==> src/rtl/rtc_pkg.sv <==
// Shared types and default sizing for the retire-trace checker.
package rtc_pkg;

  localparam int unsigned RTC_ADDR_W  = 32;
  localparam int unsigned RTC_DATA_W  = 32;
  localparam int unsigned RTC_DEPTH   = 64;
  localparam int unsigned RTC_CNT_W   = 8;
  localparam int unsigned RTC_TIMEOUT = 256;

  typedef enum logic [1:0] {
    RTC_IDLE,
    RTC_RUN,
    RTC_DONE
  } rtc_state_t;

  typedef struct packed {
    logic [RTC_ADDR_W-1:0] pc;
    logic [RTC_DATA_W-1:0] data;
    logic                  dchk;
  } rtc_entry_t;

endpackage

==> src/rtl/rtc_trace_ram.sv <==
// Expected-trace storage: synchronous write, asynchronous read so the checker compares every cycle.
module rtc_trace_ram
  import rtc_pkg::*;
#(
  parameter int unsigned DEPTH = RTC_DEPTH,
  parameter int unsigned IDX_W = $clog2(DEPTH)
) (
  input  logic             clk,
  input  logic             we,
  input  logic [IDX_W-1:0] waddr,
  input  rtc_entry_t       wentry,
  input  logic [IDX_W-1:0] raddr,
  output rtc_entry_t       rentry_c
);

  rtc_entry_t mem [DEPTH];

  always_ff @(posedge clk) begin
    if (we) mem[waddr] <= wentry;
  end

  assign rentry_c = mem[raddr];

endmodule

==> config.mk <==
export PLATFORM = sky130hd
export DESIGN_NAME = rtc_trace_ram
export DESIGN_NICKNAME = d
export VERILOG_FILES = /design/src/rtl/rtc_pkg.sv /design/src/rtl/rtc_trace_ram.sv
export SDC_FILE = /design/constraint.sdc
export NUM_CORES = 2
export LEC_CHECK = 0
export CORE_AREA = 2 2 752 380
export CTS_CLUSTER_DIAMETER = 50
export CTS_CLUSTER_SIZE = 40
export DETAILED_ROUTE_END_ITERATION = 8
export DIE_AREA = 0 0 754 382
export PLACE_DENSITY = 0.79
export SLEW_MARGIN = 20
export SYNTH_ARGS = -nofsm -noshare
export SYNTH_HDL_FRONTEND = slang
export SYNTH_MEMORY_MAX_BITS = 65536
export SYNTH_SLANG_ARGS = --single-unit
==> constraint.sdc <==
create_clock -name clk -period 7.2 [get_ports clk]
set_clock_uncertainty 0.15 [all_clocks]
set_input_delay 1.44 -clock clk [delete_from_list [all_inputs] [get_ports clk]]
set_output_delay 1.44 -clock clk [all_outputs]
set_load 0.01 [all_outputs]
==> flow_summary_export.csv <==
group,metric,value,unit
critical_path,arrival,4.92,ns
timing,post-route-period-util,90.4,%
timing,finalHoldViolations,0,
clock_network,ctsHtreeMaxLevel,4,
power_and_ir_drop,leakage,51.7,nW
clock_network,hold_buffers,0,
timing,slew_headroom,18.0,%
critical_path,crit_path_end_kind,"output pin",
clock_network,cts-root-buf,"clkbuf_16",
floorplanning,num_rows,138,
cells_and_area,reg_top3,"mem: 4160 flops",
routing,vias,79500,
flow_run,maxCapViolCount,0,
routing,drcViolationCount,0,
global_route,overflow,0,
run_status,status,"finished clean",
global_route,grt_antenna_before_repair,25,
synthesis,syn_area_per_cell,24.0,um^2
cells_and_area,drive_gt1_share,25.6,%
place,dpl_cell_area,165000,um^2
power_and_ir_drop,power_density,244,nW/um^2
cells_and_area,largest_reg_flops,4160,
global_route,grt_pass1_vias,76100,
timing,finalSetupTns,0,ns
place,dp_hpwl,249000,um
routing,ant_nets,0,
cells_and_area,fin_cells,10700,
timing,worst_pin_slew,1.23,ns
place,io_buffers,143,
timing,timing.fmax,154,MHz
cells_and_area,final_cell_mix,"edfxtp_1 (4160), mux4_2 (1040), a22oi_1 (260)",
floorplanning,ios,144,
cells_and_area,largest_register,"mem",
timing,report.final.slew_viol_count,0,
clock_network,clk_pin_slew,0.12,ns
routing,drt_iter0_markers,16700,
floorplanning,start_util,55.8,%
critical_path,cp-start-kind,"primary input",
floorplanning,chipWidth,754,um
critical_path,cp_data_required_time,5.61,ns
timing,rsz0062_at_grt,"false",
routing,wl_per_cell,42.2,um
cells_and_area,stdcell_area,171000,um^2
global_route,track_usage,31.1,%
floorplanning,die_area,288000,um^2
clock_network,clk_path_buf_depth,4,
global_route,grt_start_max_net_pins,76,
floorplanning,die_y,382,um
timing,fin_ws,0.692,ns
cells_and_area,final_common_cell,"edfxtp_1",
synthesis,syn-num-nets,6620,
critical_path,crit_type,"in -> out",
cells_and_area,nets,6868,
routing,vias_per_cell,7.44,
clock_network,cts-buffers-inserted,155,
synthesis,netlist_instances,6541,
cells_and_area,area_growth,8.83,%
synthesis,yosysSeqAreaShare,79.6,%
timing,setup_viol,0,
synthesis,synthDistinctLibCells,26,
clock_network,cts_tree,"done",
timing,min_period,6.51,ns
synthesis,syn_area,157000,um^2
synthesis,synth-seq-cells,4160,
floorplanning,core_area,281000,um^2
min_path,hp-class,"in -> reg",
timing,timing.hold.ws,0.765,ns
critical_path,cp_max_fo,19,
place,gp_congestion,0.843,
clock_network,cts_sinks,4160,
global_route,grt_first_pass_wirelength,615000,um
place,dp.cells,10400,
synthesis,yosys_warnings,0,
clock_network,postCtsSetupRepairBufs,0,
power_and_ir_drop,ir_worst_vdd,0.345,mV
place,dpl_worst_slack,0.818,ns
clock_network,post_cts_resized,0,
routing,drt_wl_total,451000,um
routing,dr.pass1.iters,6,
-- critical path, cell delays in order --
cell and delay (ns):
clkdlybuf4s50_1 0.84, buf_4 0.37, and2_4 0.37, buf_4 0.39
a22oi_1 0.13, nand3_1 0.11, o211a_1 0.57, clkdlybuf4s50_1 0.67
-- synthesized netlist by cell type --
library cell | number | area (um^2)
nor2b_1 | 9 | 56.3
nand4_1 | 2 | 12.5
mux4_2 | 1040 | 23400
or3b_2 | 4 | 35.0
o211a_1 | 65 | 651
buf_2 | 186 | 931
mux2i_1 | 103 | 1030
a22oi_1 | 260 | 1950
buf_6 | 16 | 180
or3_1 | 3 | 18.8
o221ai_1 | 46 | 403
nand3b_1 | 25 | 188
o22ai_1 | 130 | 813
edfxtp_1 | 4160 | 125000
buf_1 | 18 | 67.6
nor2_1 | 112 | 420
and2_1 | 3 | 18.8
nand2_1 | 8 | 30.0
or2_2 | 2 | 12.5
clkbuf_1 | 120 | 450
a211oi_1 | 65 | 488
buf_4 | 37 | 278
nand4b_1 | 1 | 8.76
nor3_1 | 2 | 10.0
nand2b_1 | 9 | 56.3
nand3_1 | 115 | 576
-- logic make-up (layout without fill, tap and decap cells) --
logic type | count (synthesis) | count (layout) | synth area share, %
flip-flops | 4160 | 4160 | 79.6
multiplexers | 1143 | 1143 | 15.6
AO/OA/AOI/OAI | 566 | 566 | 2.74
buffers and inverters | 377 | 724 | 1.21
AND/OR/NAND/NOR | 295 | 295 | 0.919
other | 0 | 22 | 0
-- metrics by stage --
step                      utilization (%)  total power [W]
after global routing                 60.7           0.0425
after floorplan                         -           0.0287
after detailed placement             58.7           0.0298
final                                60.8           0.0417
after global placement               58.7           0.0298
after CTS                            60.6           0.0416
-- worst paths after layout --
path              startpoint          end  cells after the start
setup / recovery    raddr[3]  rentry_c[3]                      8
hold / removal     wentry[5]   mem[23][5]                      1
-- where the power goes --
| group | switching (W) | leakage, nW | internal [W] |
|---|---|---|---|
| sequential | 0.0000424 | 37.4 | 0.0268 |
| clock | 0.00766 | 2.60 | 0.00469 |
| combinational | 0.00158 | 11.6 | 0.000954 |
| total | 0.00929 | 51.7 | 0.0324 |
-- final cells by class --
cell class / instances / area, um^2
Sequential cell: 4160 / 125000
Fill cell: 18100 / 110000
Multi-Input combinational cell: 2004 / 30800
Timing Repair Buffer: 468 / 5000
Tap cell: 3780 / 4730
Clock buffer: 164 / 4000
Clock inverter: 92 / 1430
Antenna cell: 22 / 55.1
-- routing by layer --
metal,vias up,part of all wire [%],track usage [%]
met3,1119,20,12.4
met5,-,0.028,0.182
met4,12,4.1,10.4
met2,8222,42,42.7
li1,28700,-,-
met1,41400,34,45.9
No activity file was read; power rests on OpenSTA's default activity.
